### src/rtl/muldiv_pkg.sv
// Shared encodings for the RV32M multiply/divide sequencer.
package muldiv_pkg;

  localparam logic [2:0] F3_MUL    = 3'b000;
  localparam logic [2:0] F3_MULH   = 3'b001;
  localparam logic [2:0] F3_MULHSU = 3'b010;
  localparam logic [2:0] F3_MULHU  = 3'b011;
  localparam logic [2:0] F3_DIV    = 3'b100;
  localparam logic [2:0] F3_DIVU   = 3'b101;
  localparam logic [2:0] F3_REM    = 3'b110;
  localparam logic [2:0] F3_REMU   = 3'b111;

  typedef enum logic [2:0] {S_IDLE, S_MUL, S_DIV, S_FIX, S_DONE} state_e;

  function automatic logic is_div(input logic [2:0] f3);
    return f3[2];
  endfunction

endpackage

### src/rtl/muldiv_seq_if.sv
// Issue/completion bundle between decode/execute and the mul/div sequencer.
interface muldiv_seq_if #(parameter int XLEN = 32);
  logic            start;
  logic            kill;
  logic [2:0]      funct3;
  logic [XLEN-1:0] rs1;
  logic [XLEN-1:0] rs2;
  logic            busy;
  logic            done;
  logic [XLEN-1:0] result;

  modport master (output start, kill, funct3, rs1, rs2, input busy, done, result);
  modport slave  (input start, kill, funct3, rs1, rs2, output busy, done, result);
endinterface

### src/rtl/div_restoring.sv
// Unsigned restoring divider datapath: one quotient bit per step, MSB first.
module div_restoring #(parameter int XLEN = 32) (
  input  logic            clk,
  input  logic            rst_n,
  input  logic            load,
  input  logic            step,
  input  logic [XLEN-1:0] i_dividend,
  input  logic [XLEN-1:0] i_divisor,
  output logic [XLEN-1:0] rem_out,
  output logic [XLEN-1:0] quo_out
);

  logic [XLEN-1:0] r_rem, r_quo, r_dvs;
  logic [XLEN:0]   w_shift, w_diff;

  // Dividend bits shift out of the quotient register into the partial remainder.
  assign w_shift = {r_rem, r_quo[XLEN-1]};
  assign w_diff  = w_shift - {1'b0, r_dvs};

  always_ff @(posedge clk or negedge rst_n) begin
    if (!rst_n) begin
      r_rem <= '0;
      r_quo <= '0;
      r_dvs <= '0;
    end else if (load) begin
      r_rem <= '0;
      r_quo <= i_dividend;
      r_dvs <= i_divisor;
    end else if (step) begin
      r_rem <= w_diff[XLEN] ? w_shift[XLEN-1:0] : w_diff[XLEN-1:0];
      r_quo <= {r_quo[XLEN-2:0], ~w_diff[XLEN]};
    end
  end

  assign rem_out = r_rem;
  assign quo_out = r_quo;

endmodule

### src/rtl/muldiv_seq.sv
// RV32M multiply/divide sequencer: pipelined multiply, iterative divide,
// early resolution of divide-by-zero and signed overflow.
module muldiv_seq
  import muldiv_pkg::*;
#(
  parameter int XLEN       = 32,
  parameter int MUL_CYCLES = 2
) (
  input logic        clk,
  input logic        rst_n,
  muldiv_seq_if.slave bus
);

  localparam int CNT_MAX = (XLEN > MUL_CYCLES) ? XLEN : MUL_CYCLES;
  localparam int CW      = $clog2(CNT_MAX);

  state_e            r_state;
  logic [CW-1:0]     r_cnt;
  logic [1:0]        r_f3;
  logic [XLEN:0]     r_a, r_b;
  logic              r_neg_q, r_neg_r;
  logic              r_busy, r_done;
  logic [XLEN-1:0]   r_result;

  logic              w_issue, w_sgn_div, w_dz, w_ovf, w_s1, w_s2, w_a_sgn, w_b_sgn;
  logic [XLEN-1:0]   w_mag1, w_mag2, w_spec_res, w_rem, w_quo, w_div_res, w_mul_res;
  logic [2*XLEN-1:0] w_ax, w_bx, w_prod;

  assign w_issue   = bus.start && (r_state == S_IDLE || r_state == S_DONE);
  assign w_sgn_div = !bus.funct3[0];
  assign w_dz      = (bus.rs2 == '0);
  assign w_ovf     = w_sgn_div && (bus.rs1 == {1'b1, {(XLEN-1){1'b0}}}) && (bus.rs2 == '1);
  assign w_s1      = w_sgn_div & bus.rs1[XLEN-1];
  assign w_s2      = w_sgn_div & bus.rs2[XLEN-1];
  assign w_mag1    = w_s1 ? -bus.rs1 : bus.rs1;
  assign w_mag2    = w_s2 ? -bus.rs2 : bus.rs2;
  assign w_spec_res = bus.funct3[1] ? (w_dz ? bus.rs1 : '0)
                                    : (w_dz ? '1 : {1'b1, {(XLEN-1){1'b0}}});

  // MULHU is the only op with an unsigned rs1; only MUL/MULH sign-extend rs2.
  assign w_a_sgn = (bus.funct3[1:0] != 2'b11);
  assign w_b_sgn = !bus.funct3[1];

  // Low 2*XLEN bits of the sign-extended product are exact for every op.
  assign w_ax      = {{(XLEN-1){r_a[XLEN]}}, r_a};
  assign w_bx      = {{(XLEN-1){r_b[XLEN]}}, r_b};
  assign w_prod    = w_ax * w_bx;
  assign w_mul_res = (r_f3 == 2'b00) ? w_prod[XLEN-1:0] : w_prod[2*XLEN-1:XLEN];

  div_restoring #(.XLEN(XLEN)) u_div (
    .clk        (clk),
    .rst_n      (rst_n),
    .load       (w_issue && !bus.kill && is_div(bus.funct3) && !w_dz && !w_ovf),
    .step       (r_state == S_DIV && !bus.kill),
    .i_dividend (w_mag1),
    .i_divisor  (w_mag2),
    .rem_out    (w_rem),
    .quo_out    (w_quo)
  );

  assign w_div_res = r_f3[1] ? (r_neg_r ? -w_rem : w_rem)
                             : (r_neg_q ? -w_quo : w_quo);

  always_ff @(posedge clk or negedge rst_n) begin
    if (!rst_n) begin
      r_state  <= S_IDLE;
      r_cnt    <= '0;
      r_f3     <= '0;
      r_a      <= '0;
      r_b      <= '0;
      r_neg_q  <= 1'b0;
      r_neg_r  <= 1'b0;
      r_busy   <= 1'b0;
      r_done   <= 1'b0;
      r_result <= '0;
    end else if (bus.kill) begin
      r_state <= S_IDLE;
      r_busy  <= 1'b0;
      r_done  <= 1'b0;
    end else begin
      r_done <= 1'b0;
      case (r_state)
        S_IDLE, S_DONE: begin
          if (w_issue) begin
            r_f3    <= bus.funct3[1:0];
            r_a     <= {w_a_sgn & bus.rs1[XLEN-1], bus.rs1};
            r_b     <= {w_b_sgn & bus.rs2[XLEN-1], bus.rs2};
            r_neg_q <= w_s1 ^ w_s2;
            r_neg_r <= w_s1;
            if (!is_div(bus.funct3)) begin
              r_state <= S_MUL;
              r_cnt   <= CW'(MUL_CYCLES - 1);
              r_busy  <= 1'b1;
            end else if (w_dz || w_ovf) begin
              r_state  <= S_DONE;
              r_result <= w_spec_res;
              r_done   <= 1'b1;
            end else begin
              r_state <= S_DIV;
              r_cnt   <= CW'(XLEN - 1);
              r_busy  <= 1'b1;
            end
          end else begin
            r_state <= S_IDLE;
          end
        end
        S_MUL: begin
          if (r_cnt == '0) begin
            r_state  <= S_DONE;
            r_result <= w_mul_res;
            r_done   <= 1'b1;
            r_busy   <= 1'b0;
          end else begin
            r_cnt <= r_cnt - CW'(1);
          end
        end
        S_DIV: begin
          if (r_cnt == '0) r_state <= S_FIX;
          else             r_cnt   <= r_cnt - CW'(1);
        end
        S_FIX: begin
          r_state  <= S_DONE;
          r_result <= w_div_res;
          r_done   <= 1'b1;
          r_busy   <= 1'b0;
        end
        default: r_state <= S_IDLE;
      endcase
    end
  end

  assign bus.busy   = r_busy;
  assign bus.done   = r_done;
  assign bus.result = r_result;

endmodule
### src/flat_wrapper.sv
// flat-port wrapper written by rule: the top's interface ports become plain ports
module muldiv_seq_flat import muldiv_pkg::*;
#(
  parameter int XLEN       = 32,
  parameter int MUL_CYCLES = 2
)
  (clk, rst_n, bus_start, bus_kill, bus_funct3, bus_rs1, bus_rs2, bus_busy, bus_done, bus_result);
  muldiv_seq_if #(.XLEN(XLEN)) bus_i ();
  input logic clk;
  input logic rst_n;
  input wire logic [$bits(bus_i.start)-1:0] bus_start;
  input wire logic [$bits(bus_i.kill)-1:0] bus_kill;
  input wire logic [$bits(bus_i.funct3)-1:0] bus_funct3;
  input wire logic [$bits(bus_i.rs1)-1:0] bus_rs1;
  input wire logic [$bits(bus_i.rs2)-1:0] bus_rs2;
  output wire logic [$bits(bus_i.busy)-1:0] bus_busy;
  output wire logic [$bits(bus_i.done)-1:0] bus_done;
  output wire logic [$bits(bus_i.result)-1:0] bus_result;
  assign bus_i.start = bus_start;
  assign bus_i.kill = bus_kill;
  assign bus_i.funct3 = bus_funct3;
  assign bus_i.rs1 = bus_rs1;
  assign bus_i.rs2 = bus_rs2;
  assign bus_busy = bus_i.busy;
  assign bus_done = bus_i.done;
  assign bus_result = bus_i.result;
  muldiv_seq #(.XLEN(XLEN), .MUL_CYCLES(MUL_CYCLES)) u_core (.clk(clk), .rst_n(rst_n), .bus(bus_i));
endmodule
### config.mk
export PLATFORM = sky130hd
export DESIGN_NAME = muldiv_seq_flat
export DESIGN_NICKNAME = d
export VERILOG_FILES = /design/src/rtl/muldiv_pkg.sv /design/src/rtl/muldiv_seq_if.sv /design/src/rtl/div_restoring.sv /design/src/rtl/muldiv_seq.sv /design/src/flat_wrapper.sv
export SDC_FILE = /design/constraint.sdc
export NUM_CORES = 2
export LEC_CHECK = 0
export CORE_ASPECT_RATIO = 1.4
export CORE_UTILIZATION = 35
export CTS_CLUSTER_DIAMETER = 150
export CTS_CLUSTER_SIZE = 14
export DETAILED_ROUTE_END_ITERATION = 10
export PLACE_DENSITY = 0.61
export SLEW_MARGIN = 10
export SYNTH_ARGS = -nofsm -noshare
export SYNTH_HDL_FRONTEND = slang
export SYNTH_SLANG_ARGS = --single-unit
export TNS_END_PERCENT = 1
### constraint.sdc
create_clock -name clk -period 8.7 [get_ports clk]
set_clock_uncertainty 0.2 [all_clocks]
set_input_delay 0.87 -clock clk [delete_from_list [all_inputs] [get_ports clk]]
set_output_delay 0.87 -clock clk [all_outputs]
set_load 0.03 [all_outputs]
; Word-level counts from Yosys, hierarchy flattened
; Index checks and enable logic that the tools add are counted.
[totals]
inputBits = 71
regBits = 208
out_inout_bits = 34
word_cells = 117
[classes]
n_bitwise = 7
mul = 1
eq_ne = 17
addsub = 6
n_reduce_logical = 30
muxes = 43
[ops]
columns = op, n
row1 = 32-bit 2-to-1 mux, 17
row2 = 32-bit negation, 4
row3 = 32-bit one-hot mux with 3 select lines, 1
row4 = "32-bit equality test, second input constant", 2
row5 = 33-bit by 33-bit multiplier with 64-bit output, 1
row6 = 33-bit by 32-bit subtractor with 33-bit output, 1
row7 = 32-bit zero test, 1
row8 = 31-bit 2-to-1 mux, 1
row9 = 5-bit 2-to-1 mux, 4
row10 = 3-bit 2-to-1 mux, 6
row11 = 3-bit one-hot mux with 4 select lines, 1
row12 = 1-bit 2-to-1 mux, 10
row13 = 5-bit one-hot mux with 2 select lines, 1
row14 = 1-bit logical AND, 8
row15 = "3-bit by 2-bit equality test with 1-bit output, second input constant", 2
row16 = "2-bit by 1-bit inequality test with 1-bit output, second input constant", 3
row17 = "2-bit inequality test, second input constant", 3
row18 = "3-bit by 2-bit inequality test with 1-bit output, second input constant", 2
row19 = "3-bit inequality test, second input constant", 2
row20 = 1-bit one-hot mux with 3 select lines, 2
row21 = 6-bit AND reduction, 1
row22 = 1-bit zero test, 5
row23 = 5-bit zero test, 1
row24 = 5-bit AND reduction, 1
row25 = other kinds (17), 24

; Longest topological paths before layout
[depth]
word_depth = 9
ltp_mapped = 29
ltp_nobuf = 28

; By module
; Synthesis repeated with hierarchy kept, for this count alone.
[hier_totals]
cells_unflattened = 6024
area_unflattened_um2 = 53017.1
[modules_own_cells]
columns = module, cells_each, seq_area_each_um2, n_inst, area_per_inst_um2
row1 = muldiv_seq, 5339, 2802.7, 1, 47032.6
row2 = div_restoring, 685, 2402.3, 1, 5984.5

; Worst setup path after synthesis
; Ideal clock, no wire load.
[synth_timing]
path_kind = register to register
from = register u_core.r_b[9]
to = register u_core.r_result[31], in the netlist u_core.bus.result[31]
path_buffers = 1
arrival_ns = 7.495
required_time_ns = 8.380
stages_incl_launch_ff = 28
setup_slack_ns = 0.886
synth_period_minus_slack_ns = 7.814
setup_ns = 0.120
cell_sequence = dfrtp_1 > clkbuf_1 > nand2_1 > inv_1 > fa_1 > inv_1 > fa_1 > inv_1 > fa_1 > inv_1 > fa_1 > fa_1 > inv_1 > fa_1 > inv_1 > fa_1 > fa_1 > inv_1 > ha_1 > a21o_1 > a21o_1 > a21o_1 > a21oi_1 > o21ai_0 > a211o_1 > a21oi_1 > nor3_1 > a31o_1
[synth_via]
elab_chain_len = 4
[synth_rtl]
columns = element, line_no
row1 = start: declaration, muldiv_seq.sv:20  ; logic [XLEN:0] r_a, r_b;
row2 = start signal: assignment, muldiv_seq.sv:87  ; r_b <= {w_b_sgn & bus.rs2[XLEN-1], bus.rs2};
row3 = 33-bit by 33-bit multiplier with 64-bit output, muldiv_seq.sv:47  ; assign w_prod = w_ax * w_bx;
row4 = 32-bit 2-to-1 mux, muldiv_seq.sv:48  ; assign w_mul_res = (r_f3 == 2'b00) ? w_prod[XLEN-1:0] : w_prod[2*XLEN-1:XLEN];
row5 = 32-bit 2-to-1 mux, muldiv_seq.sv:108  ; if (r_cnt == '0) begin
row6 = 32-bit one-hot mux with 3 select lines, muldiv_seq.sv:82  ; case (r_state)
row7 = end signal: assignment, muldiv_seq.sv:96  ; r_result <= w_spec_res;
row8 = end signal: assignment, muldiv_seq.sv:110  ; r_result <= w_mul_res;
row9 = end signal: assignment, muldiv_seq.sv:123  ; r_result <= w_div_res;
row10 = end: declaration, muldiv_seq.sv:23  ; logic [XLEN-1:0] r_result;
; Every way passes these cells. The select of a mux whose other input is x is not followed.
; A chain may end at the register's enable or synchronous reset.

; Worst setup path in the final report
[layout_timing]
from = register u_core.r_b[0]
to = register u_core.r_result[5], in the netlist u_core.bus.result[5]
; The elaborated chain is that of the path after synthesis.

==> results.ini <==
[timing]
worst_pin_slew_ns=1.238
fin_crit_sh=0.9743
fmax_ghz=0.1180
slew_headroom=0.1714
hold_violations=0
setup_viol=0
fin_crit_ns=8.477
slew_viol_final=0
fin_setup_tns_ns=0
setup_slack_ns=0.2235
worst_hold_slack_ns=0.1602

[routing]
firstDrtPassIters=5
wl_per_cell_um=20.58
drc=0
routed_wl_um=159900
vias_per_cell=5.177
detail_route.iter0.violations=2482
vias=40220
antenna_left=0

[synthesis]
synth_area_mm2=0.05217
synthSimpleGateAreaFrac=0.1718
syn_nets=7289
synthCells=5841
ys_seq_area_frac=0.09977
synth_compound_area_frac=0.08516
synth.distinct_cells=97
yosysWarnings=0
synthAdderAreaFrac=0.4923
synth_top_family_by_area=adder cells
synth-edff-count=0
synth_xor_area_frac=0.03643
ys_ff_latch=208
synth.avg_cell_area_um2=8.932
synth-main-ff-cell=dfrtp_1
synthMuxAreaShare=0.005372
async_reset_ff_frac=1.000

[grt]
antenna_found_initial=10
grt_usage=0.2177
grt_pass1_vias=44140
grt_pass1_wl_um=253700
overflow=0
grt_max_degree=100

[placed_design]
gp_congestion=0.9559
place_hpwl_um=131600
place_ws_ns=0.04671
dpl_cell_area_mm2=0.05620
port_buffers=104

[clocking]
cts_tree=done
cts_max_path_buffers=3
post-cts-setup-buffers=0
clock_latency_ns=0.54
numCtsBuffers=18
path_clk_slew_ns=0.08
clock_sinks=208
ctsHtreeMaxLevel=1
hold_buffers=0
clockRootBuffer=clkbuf_16

[final_layout]
syn2layout_area_growth_pct=8.895
nNetsFinal=7269
final_common_cell=inv_1
fin_area_mm2=0.05681
fillers=15030
mostFrequentLayoutCells=inv_1 (1187), fa_1 (1124), nand2_1 (859), and2_1 (541), ha_1 (249)
drive_above_1_share=0.04500

[run_status]
status=completed

[worst_setup_path]
cp.arrival_ns=8.70
worst-setup-path-type=reg2reg
rr_endpoint=u_core.bus.result[5]
worst_setup_path_end_kind=register
rr_worst_depth=28
cp-start-kind=register
cp_max_fo=32
crit_required_ns=8.92
slowest_stage=fa_2
cpPeakStageDelay_ns=0.65
r2r_start=u_core.r_b[0]
r2r_setup_slack_ns=0.22

[worst_hold_path]
hold_path_class=in2async

[die]
die_h_um=458.8
initial_core_util=0.3527
core.rowCount=167
io_pins=105
die_w_um=328.3
core-area_mm2=0.1479
dieArea_mm2=0.1506

[flow_run]
maxCapViolCount=0

per-layer routing:
| layer | up-vias | wire length [um] | global-route usage |
|---|---|---|---|
| li1 | 17600 | - | - |
| met1 | 20950 | 57970 | 0.2484 |
| met2 | 1231 | 85760 | 0.4045 |
| met3 | 419 | 7305 | 0.02040 |
| met4 | 12 | 8776 | 0.1015 |
| met5 | - | 87 | 0 |
sequential cells by signal (all words and copies together) (netlist names):
signal and cells:
u_core.bus.busy 1, u_core.bus.done 1, u_core.bus.result 32, u_core.r_a 33, u_core.r_b 33, u_core.r_cnt 5
u_core.r_f3 2, u_core.r_neg_q 1, u_core.r_neg_r 1, u_core.r_state 3, u_core.u_div.quo_out 32, u_core.u_div.r_dvs 32
u_core.u_div.rem_out 32
synth_stat cells, types with 12 or more instances:
cell / number / area, um^2
a221o_1: 27 / 270.3
xnor2_1: 119 / 1042
ha_1: 251 / 3141
or4_1: 15 / 112.6
dfrtp_1: 208 / 5205
or3_1: 17 / 106.4
a22oi_1: 16 / 120.1
a21o_1: 40 / 300.3
xor2_1: 98 / 858.3
mux2i_1: 28 / 280.3
o21bai_1: 12 / 90.09
o31ai_1: 39 / 292.8
nand2b_1: 28 / 175.2
o21ai_0: 186 / 930.9
inv_1: 1188 / 4459
nand3_1: 32 / 160.2
nor3_1: 30 / 150.1
a31oi_1: 25 / 156.4
a211oi_1: 25 / 187.7
nor2_1: 189 / 709.4
nor4_1: 13 / 81.33
and2_1: 542 / 3391
and3_1: 16 / 100.1
nor2b_1: 39 / 244.0
o211ai_1: 14 / 105.1
a21oi_1: 157 / 785.8
buf_2: 19 / 95.09
fa_1: 1126 / 22540
clkbuf_1: 271 / 1017
nand2_1: 859 / 3224
o21a_1: 13 / 97.59
nand4_1: 17 / 106.4
layout make-up:
class	instances	area [um^2]	area share
Antenna cell	3	7.507	0.0001321
Clock buffer	21	493.0	0.008677
Inverter	1190	4472	0.07871
Multi-Input combinational cell	4138	41420	0.7291
Sequential cell	208	5219	0.09186
Tap cell	1943	2431	0.04279
Timing Repair Buffer	265	2768	0.04872
cells by family (layout without fill, tap and decap cells):
| family | count (synthesis) | count (layout) |
|---|---|---|
| flops | 208 | 208 |
| compound gates | 674 | 674 |
| mux | 28 | 28 |
| fa+ha+maj | 1377 | 1377 |
| xor+xnor | 217 | 217 |
| other cells | 0 | 3 |
| buf+inv | 1495 | 1476 |
| simple gates | 1842 | 1842 |
how the worst max path moves through the flow:
stage	end	slack, ns	depth (start not counted)	from
after detailed placement	u_core.bus.result[17]	0.05	27	u_core.r_a[14]
after global routing	u_core.bus.result[14]	-0.01	28	u_core.r_b[0]
final	u_core.bus.result[5]	0.22	28	u_core.r_b[0]
after CTS	u_core.bus.result[23]	0.09	25	u_core.r_b[20]
after floorplan	u_core.bus.result[31]	0.89	27	u_core.r_b[9]
after global placement	u_core.bus.result[31]	0.06	25	u_core.r_b[20]
timing repair:
action                                  in CTS  in global routing
resized for setup                            1                 28
endpoints found under the setup margin       1                 21
endpoints found under the hold margin        0                  0
pin swaps                                    0                  4
stage by stage:
step,instances,util
6_report,7768,0.3840
5_1_grt,7765,0.3840
4_1_cts,7765,0.3832
3_5_place_dp,7744,0.3799
3_3_place_gp,7744,0.3799
2_1_floorplan,5841,-
critical path: cells and delay by family, from the launching register on:
family | cells | cell delay [ns]
AO/OA/AOI/OAI | 6 | 1.39
XOR/XNOR | 1 | 0.35
adder cells (fa/ha/maj) | 9 | 4.50
buffers and inverters | 9 | 0.87
flip-flops | 1 | 0.43
AND/OR/NAND/NOR | 3 | 0.60
Power is not shown: default switching activity piles up to over one toggle a cycle in this logic, so the estimate is an artifact.
